`config.mk`:
```
export PLATFORM = sky130hd
export DESIGN_NAME = trng_sequencer
export DESIGN_NICKNAME = d
export VERILOG_FILES = /design/src/rtl/trng_sequencer.sv
export SDC_FILE = /design/constraint.sdc
export NUM_CORES = 1
export LEC_CHECK = 0
export ABC_AREA = 1
export CAP_MARGIN = 10
export CELL_PAD_IN_SITES_DETAIL_PLACEMENT = 1
export CELL_PAD_IN_SITES_GLOBAL_PLACEMENT = 1
export CORE_MARGIN = 4
export CORE_UTILIZATION = 38
export DETAILED_ROUTE_END_ITERATION = 16
export GPL_TIMING_DRIVEN = 0
export PLACE_DENSITY = 0.71
export SYNTH_ARGS = -nofsm -noshare
export SYNTH_HDL_FRONTEND = slang
export SYNTH_SLANG_ARGS = --single-unit
```
`constraint.sdc`:
```
create_clock -name clk -period 2.5 [get_ports clk]
set_clock_uncertainty 0.15 [all_clocks]
set_input_delay 0.625 -clock clk [delete_from_list [all_inputs] [get_ports clk]]
set_output_delay 0.625 -clock clk [all_outputs]
set_load 0.005 [all_outputs]
```
`src/rtl/trng_sequencer.sv`:
```
// trng_sequencer: control and post-processing for the ring-oscillator TRNG.
// Enables the oscillator, waits out a warm-up interval, samples the raw bit
// on each synchronised rising edge of the slow oscillator, applies a
// repetition-count health test and optional von Neumann debiasing, and packs
// the surviving bits MSB-first into words offered on a valid/ready port.
module trng_sequencer #(
    parameter int WARMUP_CYCLES = 1024,
    parameter int REP_LIMIT     = 32,
    parameter int OUT_WIDTH     = 8
) (
    input  logic                 clk,
    input  logic                 rst_n,
    input  logic                 start,
    input  logic                 debias_en,
    input  logic [1:0]           cfg_div_sel,
    input  logic [1:0]           cfg_fb_sel,
    input  logic                 slow_osc,
    input  logic                 raw_bit,
    output logic                 ro_enable,
    output logic [1:0]           div_sel,
    output logic [1:0]           fb_sel,
    output logic [OUT_WIDTH-1:0] rnd_data,
    output logic                 rnd_valid,
    input  logic                 rnd_ready,
    output logic                 health_fail,
    output logic [2:0]           state_o
);

    typedef enum logic [2:0] {
        IDLE    = 3'd0,
        WARMUP  = 3'd1,
        COLLECT = 3'd2,
        HOLD    = 3'd3,
        FAULT   = 3'd4
    } state_t;

    // Counter widths; the warm-up counter only ever has to reach WARMUP_CYCLES-1.
    localparam int WARM_W = (WARMUP_CYCLES > 1) ? $clog2(WARMUP_CYCLES) : 1;
    localparam int CNT_W  = $clog2(OUT_WIDTH + 1);

    localparam logic [WARM_W-1:0] WARM_LAST = WARM_W'(WARMUP_CYCLES - 1);
    localparam logic [CNT_W-1:0]  BIT_LAST  = CNT_W'(OUT_WIDTH - 1);
    localparam logic [7:0]        RUN_LIMIT = 8'(REP_LIMIT);

    state_t               state;

    // Synchroniser stages; osc_s3 is only an edge-detect delay of osc_s2.
    logic                 osc_s1;
    logic                 osc_s2;
    logic                 osc_s3;
    logic                 raw_s1;
    logic                 raw_s2;

    // Configuration captured when a run begins.
    logic                 debias_q;

    // Packing, pairing and health-test state.
    logic [OUT_WIDTH-1:0] shreg;
    logic [CNT_W-1:0]     bit_cnt;
    logic                 pair_full;
    logic                 pair_first;
    logic [7:0]           run_cnt;
    logic                 prev_sample;
    logic [WARM_W-1:0]    warm_cnt;

    // Combinational helpers evaluated every cycle, used only on a strobe.
    logic                 sample_stb;
    logic                 sample;
    logic [7:0]           run_next;
    logic                 health_hit;
    logic                 emit_valid;
    logic                 emit_bit;
    logic [OUT_WIDTH-1:0] word_next;
    logic                 word_done;

    assign state_o = state;

    // Bring slow_osc and raw_bit into the clk domain; both paths have equal
    // latency so the raw bit seen with the strobe matches the oscillator edge.
    always_ff @(posedge clk) begin
        if (!rst_n) begin
            osc_s1 <= 1'b0;
            osc_s2 <= 1'b0;
            osc_s3 <= 1'b0;
            raw_s1 <= 1'b0;
            raw_s2 <= 1'b0;
        end else begin
            // NOTE: non-blocking assignments make each stage take the previous stage's old value, forming a real shift chain.
            osc_s1 <= slow_osc;
            osc_s2 <= osc_s1;
            osc_s3 <= osc_s2;
            raw_s1 <= raw_bit;
            raw_s2 <= raw_s1;
        end
    end

    assign sample_stb = osc_s2 & ~osc_s3;
    assign sample     = raw_s2;

    // Repetition-count health test: length of the current run including this sample.
    always_comb begin
        // NOTE: every output gets a default first so no path leaves one unassigned, which would infer a latch.
        run_next   = 8'd1;
        health_hit = 1'b0;
        if ((run_cnt != 8'd0) && (sample == prev_sample)) begin
            run_next = run_cnt + 8'd1;
        end
        health_hit = (run_next == RUN_LIMIT);
    end

    // Debias selection: raw pass-through, or first bit of an unequal pair.
    always_comb begin
        emit_valid = 1'b0;
        emit_bit   = 1'b0;
        if (debias_q) begin
            if (pair_full && (sample != pair_first)) begin
                emit_valid = 1'b1;
                emit_bit   = pair_first;
            end
        end else begin
            emit_valid = 1'b1;
            emit_bit   = sample;
        end
    end

    // Word packer: the first emitted bit migrates up into the MSB.
    always_comb begin
        word_next = {shreg[OUT_WIDTH-2:0], emit_bit};
        word_done = (bit_cnt == BIT_LAST);
    end

    // Main sequencer: state, configuration registers and all registered outputs.
    always_ff @(posedge clk) begin
        if (!rst_n) begin
            state       <= IDLE;
            ro_enable   <= 1'b0;
            div_sel     <= 2'd0;
            fb_sel      <= 2'd0;
            rnd_data    <= '0;
            rnd_valid   <= 1'b0;
            health_fail <= 1'b0;
            debias_q    <= 1'b0;
            shreg       <= '0;
            bit_cnt     <= '0;
            pair_full   <= 1'b0;
            pair_first  <= 1'b0;
            run_cnt     <= 8'd0;
            prev_sample <= 1'b0;
            warm_cnt    <= '0;
        end else begin
            case (state)
                IDLE: begin
                    ro_enable <= 1'b0;
                    if (start) begin
                        div_sel   <= cfg_div_sel;
                        fb_sel    <= cfg_fb_sel;
                        debias_q  <= debias_en;
                        ro_enable <= 1'b1;
                        warm_cnt  <= '0;
                        run_cnt   <= 8'd0;
                        state     <= WARMUP;
                    end
                end

                WARMUP: begin
                    // Strobes are ignored while the oscillator settles.
                    if (!start) begin
                        ro_enable <= 1'b0;
                        state     <= IDLE;
                    end else if (warm_cnt == WARM_LAST) begin
                        shreg     <= '0;
                        bit_cnt   <= '0;
                        pair_full <= 1'b0;
                        state     <= COLLECT;
                    end else begin
                        warm_cnt <= warm_cnt + 1'b1;
                    end
                end

                COLLECT: begin
                    if (!start) begin
                        // Abandon the partial word so a restart begins clean.
                        ro_enable <= 1'b0;
                        shreg     <= '0;
                        bit_cnt   <= '0;
                        pair_full <= 1'b0;
                        state     <= IDLE;
                    end else if (sample_stb) begin
                        run_cnt     <= run_next;
                        prev_sample <= sample;
                        if (health_hit) begin
                            // A failure outranks a word completing on the same strobe.
                            ro_enable   <= 1'b0;
                            rnd_valid   <= 1'b0;
                            health_fail <= 1'b1;
                            state       <= FAULT;
                        end else begin
                            if (debias_q) begin
                                if (!pair_full) begin
                                    pair_first <= sample;
                                end
                                pair_full <= ~pair_full;
                            end
                            if (emit_valid) begin
                                shreg   <= word_next;
                                bit_cnt <= bit_cnt + 1'b1;
                                if (word_done) begin
                                    rnd_data  <= word_next;
                                    rnd_valid <= 1'b1;
                                    state     <= HOLD;
                                end
                            end
                        end
                    end
                end

                HOLD: begin
                    // The health test keeps watching the source while the word waits.
                    if (sample_stb) begin
                        run_cnt     <= run_next;
                        prev_sample <= sample;
                    end
                    if (sample_stb && health_hit) begin
                        ro_enable   <= 1'b0;
                        rnd_valid   <= 1'b0;
                        health_fail <= 1'b1;
                        state       <= FAULT;
                    end else if (rnd_ready) begin
                        rnd_valid <= 1'b0;
                        bit_cnt   <= '0;
                        if (start) begin
                            pair_full <= 1'b0;
                            state     <= COLLECT;
                        end else begin
                            ro_enable <= 1'b0;
                            state     <= IDLE;
                        end
                    end
                end

                FAULT: begin
                    // Terminal until reset; start has no effect here.
                    ro_enable   <= 1'b0;
                    rnd_valid   <= 1'b0;
                    health_fail <= 1'b1;
                end

                default: begin
                    ro_enable <= 1'b0;
                    rnd_valid <= 1'b0;
                    state     <= IDLE;
                end
            endcase
        end
    end

endmodule

```
# ---- Yosys cells after proc, flatten, opt, wreduce, memory -nomap -nowiden
# Cells that the tools add are included.
dict set report word_totals {
  reg_bits 56
  input_bits 11
  out_inout_bits 18
  word_cells 160
}
dict set report classes {
  n_addsub 3
  eq_ne 31
  muxes 75
  bitwise_logic 6
  reduce_logical 25
}
# operator n
set ops {}
lappend ops {{$mux 7} 6}
lappend ops {{$mux 1} 33}
lappend ops {{$mux 4} 8}
lappend ops {{$mux 8} 4}
lappend ops {{$mux 10} 3}
lappend ops {{$mux 3} 10}
lappend ops {{$ne 3x3->1 const B} 9}
lappend ops {{$pmux 8 s3} 1}
lappend ops {{$reduce_and 6->1} 4}
lappend ops {{$ne 2x2->1 const B} 11}
lappend ops {{$pmux 10 s2} 1}
lappend ops {{$pmux 3 s5} 1}
lappend ops {{$pmux 7 s2} 1}
lappend ops {{$pmux 4 s3} 1}
lappend ops {{$add 10x1->10 const B} 1}
lappend ops {{$eq 10x10->1 const B} 1}
lappend ops {{$pmux 1 s3} 3}
lappend ops {{$reduce_and 9->1} 1}
lappend ops {{$reduce_bool 3->1} 3}
lappend ops {{$add 8x1->8 const B} 1}
lappend ops {{$eq 8x6->1 const B} 1}
lappend ops {{$ne 4x4->1 const B} 2}
lappend ops {{$reduce_and 8->1} 1}
lappend ops {{$reduce_bool 8->1} 1}
lappend ops {{other kinds (21)} 32}

# ---- Logic depth before layout (Yosys ltp)
dict set report depth {
  word_depth 9
  ltp_mapped 16
}

# ---- Least setup slack after synthesis
# No wires, ideal clock.
dict set report synth_timing {
  path_type {input -> register}
  from {input start}
  to {register shreg[0]}
  arrival_time_ns 1.872
  path_slack_ns 0.350
  cell_stages 9
  n_path_buf 3
  cell_sequence {buf_2 inv_1 nor2_8 buf_4 a22oi_2 nand4_2 buf_6 o21ai_1 nor2_1}
}
dict set report synth_between {
  elab_chain_len 2
}
# element line_no
set synth_rtl {}
lappend synth_rtl {{start, declared} 13} ;# input logic start,
lappend synth_rtl {{$ne 3x3->1 (no line) (tied with other cells)} --}
lappend synth_rtl {{$reduce_and 6->1 (no line) / $pmux 7 s2 (equally long branches)} --}
lappend synth_rtl {{end signal, assigned} 205} ;# shreg <= word_next;
lappend synth_rtl {{end, declared} 58} ;# logic [OUT_WIDTH-1:0] shreg;
# Several ways; a longest one is shown, not always the timed one.
# A chain may end at the register's enable or synchronous reset.

# ---- Worst setup path in the final report
dict set report layout_timing {
  from {register run_cnt[0]}
  to {register shreg[4]}
}
dict set report layout_between {
  elab_chain_len 6
}
# element line_no
set layout_rtl {}
lappend layout_rtl {{start, declared} 62} ;# logic [7:0] run_cnt;
lappend layout_rtl {{start signal, assigned} 189} ;# run_cnt <= run_next;
lappend layout_rtl {{start signal, assigned} 220} ;# run_cnt <= run_next;
lappend layout_rtl {{branches (longest 2 deep; another with $add 8x1->8)} --}
lappend layout_rtl {{$mux 8 *} 105} ;# if ((run_cnt != 8'd0) && (sample == prev_sample)) begin
lappend layout_rtl {{$eq 8x6->1 *} 108} ;# health_hit = (run_next == RUN_LIMIT);
lappend layout_rtl {{$ne 3x3->1 (no line) *} --}
lappend layout_rtl {{$reduce_and 6->1 (no line) *} --}
# Every way passes the cells marked *.

==> flow_summary.ini <==
[status]
outcome = complete, no violations

[yosys]
synth_fa_ha_area_frac = 0.01654
synth_mux_area_frac = 0
synth_warnings = 0
ys_ff_latch = 56
synthArstFlopShare = 0
ys_types = 37
netlist_area_um2 = 3025
synth-compound-area-share = 0.1179
synth_xor_area_frac = 0.005790
synth-edff-count = 0
synth_top_family_by_area = simple AND/OR/NAND/NOR gates
yosys.area_share.simple = 0.3772
ys.flop_type = dfxtp_1
yosys.area.top_type = dfxtp_1
synth_fp_nets = 477
synth_top_area_share = 0.3706
synthCells = 462
syn_area_per_cell_um2 = 6.548
ys_seq_area_frac = 0.3706
synthTopCellsByArea = dfxtp_1 37%, nand2_1 13%, nor2_1 9.3%

[clock_tree]
hold_buffers = 0
cts-resized-gates = 0
cts-root-buf = clkbuf_8
cts_tree = yes
clkTransAtPathRegs_ns = 0.11
numCtsBuffers = 5
clk_latency_ns = 0.32
htreeDepth = 2
cts_max_path_buffers = 2
cts.sinks = 56
cts_setup_buffers = 0

[global_routing]
antenna_found_initial = 0
grt_overflow = 0
grt_util_all_layers = 0.1741
grt_max_degree = 19
first_global_vias = 2941
grt_pass1_wl_um = 13880

[sta]
finalMaxSlewViolations = 0
setup_violations = 0
fin_crit_sh = 0.9101
hold_violations = 0
tightest_slew_ns = 0.6456
rsz0062_at_grt = no
fmax_mhz = 439.5
fin_ws_ns = 0.2247
slew_headroom = 0.5696
fin_crit_ns = 2.275

[drt]
drt-initial-drc-count = 105
vias_per_cell = 4.905
routedWlPerCell_um = 13.24
vias = 2933
dr.pass1.iters = 4
drt-total-wl_um = 7919
drc = 0
postRouteAntennaNets = 0

[setup_path]
crit_path_end_kind = flip-flop
arrival_ns = 2.32
required_ns = 2.55
slowest_delay_ns = 0.42
cp-start-kind = flip-flop
crit_chain = inv_1 -> ha_1 -> nand2_1 -> nor2_1 -> nor2_2 -> nand3_1 -> nor2_4 -> nand3_1 -> nand4_2 -> buf_6 -> nand2_1 -> o21ai_1 -> nor2_1
critPathBufInv = 2
slowest_stage = dfxtp_2
cp_top_family = simple AND/OR/NAND/NOR gates
cp_max_fo = 10
critical_path_class = reg -> reg

[final_layout]
num-fill-cells = 1055
antenna_cells = 0
fin_nets = 510
post-route-util = 0.4555
instances_no_fill = 598
drive_gt1_frac = 0.09274
area_growth_pct = 16.34

[power_and_ir_drop]
power_density_nw_per_um2 = 698.5
p_leak_uw = 0.001545
ir_drop_mv = 0.3575

[placed_design]
place_congestion = 0.8879
dpl_worst_slack_ns = -0.1641
dpl.hpwl_um = 6112
port_buffers = 26
dpl.cell_count = 590

[floorplan]
dieArea_um2 = 9453
initial_utilization = 0.3915
core-area_um2 = 7727
die_h_um = 97.23
die_w_um = 97.23
rows = 32
ioPinCount = 29

[flow_run]
cap_violations = 0

[worst_hold_path]
min_path_type = reg -> reg
-- state kept, by name, indices dropped and copies added, names as in the netlist, 2 cells and up --
name	count
warm_cnt	10
div_sel	2
run_cnt	8
fb_sel	2
state_o	3
shreg	7
rnd_data	8
bit_cnt	4
-- cell usage in the layout (no fill, tap or decap), types with 2 or more instances in the layout --
cell type        netlist  final
nand2_1              108    107
nor2_1                75     75
inv_1                 62     62
dfxtp_1               56     54
nand3_1               33     33
a21oi_1               31     31
clkdlybuf4s50_1        0     26
o21ai_0               19     19
nand4_1                7      7
nor3_1                 7      7
nor2_4                 4      6
o21ai_1                6      6
buf_2                  5      5
clkbuf_8               0      5
clkbuf_1               4      4
nor2_2                 6      4
inv_2                  4      4
ha_1                   4      4
buf_6                  3      3
nand2_2                2      3
nand2_4                3      3
a32oi_1                3      3
nor4_1                 2      2
a211oi_1               2      2
or2_2                  2      2
dfxtp_2                0      2
-- per-layer routing --
metal  vias up  wire, um  GRT usage  share of wire
li1       1526         -          -              -
met1      1360      3880     0.2342           0.49
met2        38      3696     0.2925           0.47
met3         9       241    0.02513          0.030
met4         0       100    0.04579          0.013
met5         -         0          0              0
-- report_power, final --
part | internal (uW) | switching [uW]
clock network | 202 | 324
registers | 1000 | 91.3
logic | 318 | 519
-- path summary, 6_finish.rpt --
kind	endpoint	slack, ns	cells past startpoint	start
max reg2reg	shreg[4]	0.22	13	run_cnt[0]
min reg2reg	raw_s2	0.26	2	raw_s1
min	raw_s2	0.26	2	raw_s1
max	shreg[4]	0.22	13	run_cnt[0]
-- cells in the mapped netlist (3+ instances only) --
master      n
nor2_2      6
buf_2       5
o21ai_1     6
buf_6       3
nand3_1    33
o21ai_0    19
nand4_1     7
nand2_4     3
nor2_1     75
nor2_4      4
ha_1        4
dfxtp_1    56
inv_2       4
clkbuf_1    4
a32oi_1     3
a21oi_1    31
inv_1      62
nor3_1      7
nand2_1   108
-- area by class of cell --
class / instances / area, um^2 / area share
Timing Repair Buffer: 26 / 260.3 / 0.07394
Clock buffer: 5 / 68.82 / 0.01955
Inverter: 68 / 257.7 / 0.07323
Clock inverter: 3 / 22.52 / 0.006399
Buffer: 13 / 81.33 / 0.02311
Multi-Input combinational cell: 325 / 1578 / 0.4483
Tap cell: 102 / 127.6 / 0.03626
Sequential cell: 56 / 1124 / 0.3192
-- cells by family after synthesis --
family                     after synthesis
AOI/OAI and AO/OA                       65
xor gates and xnor gates                 2
adders and majority gates                4
buffers and inverters                   81
DFF                                     56
and+or+nand+nor                        254
-- worst reg2reg max path, stage by stage (launching register included) --
cell	delay [ns]
dfxtp_2	0.42
inv_1	0.09
ha_1	0.21
nand2_1	0.07
nor2_1	0.05
nor2_2	0.16
nand3_1	0.15
nor2_4	0.20
nand3_1	0.16
nand4_2	0.17
buf_6	0.16
nand2_1	0.05
o21ai_1	0.07
nor2_1	0.06
-- metrics by stage --
step,setup TNS (ns),hold slack (ns),total power [uW],area (um^2)
5_1_grt,0,0.2961,2676,3520
3_5_place_dp,-0.9804,0.2495,1954,3413
2_1_floorplan,0,0.2364,1667,3025
6_report,0,0.2644,2459,3520
4_1_cts,0,0.2703,2493,3505
3_3_place_gp,-0.6280,0.2452,1926,3413
(Power assumes the default switching activity.)
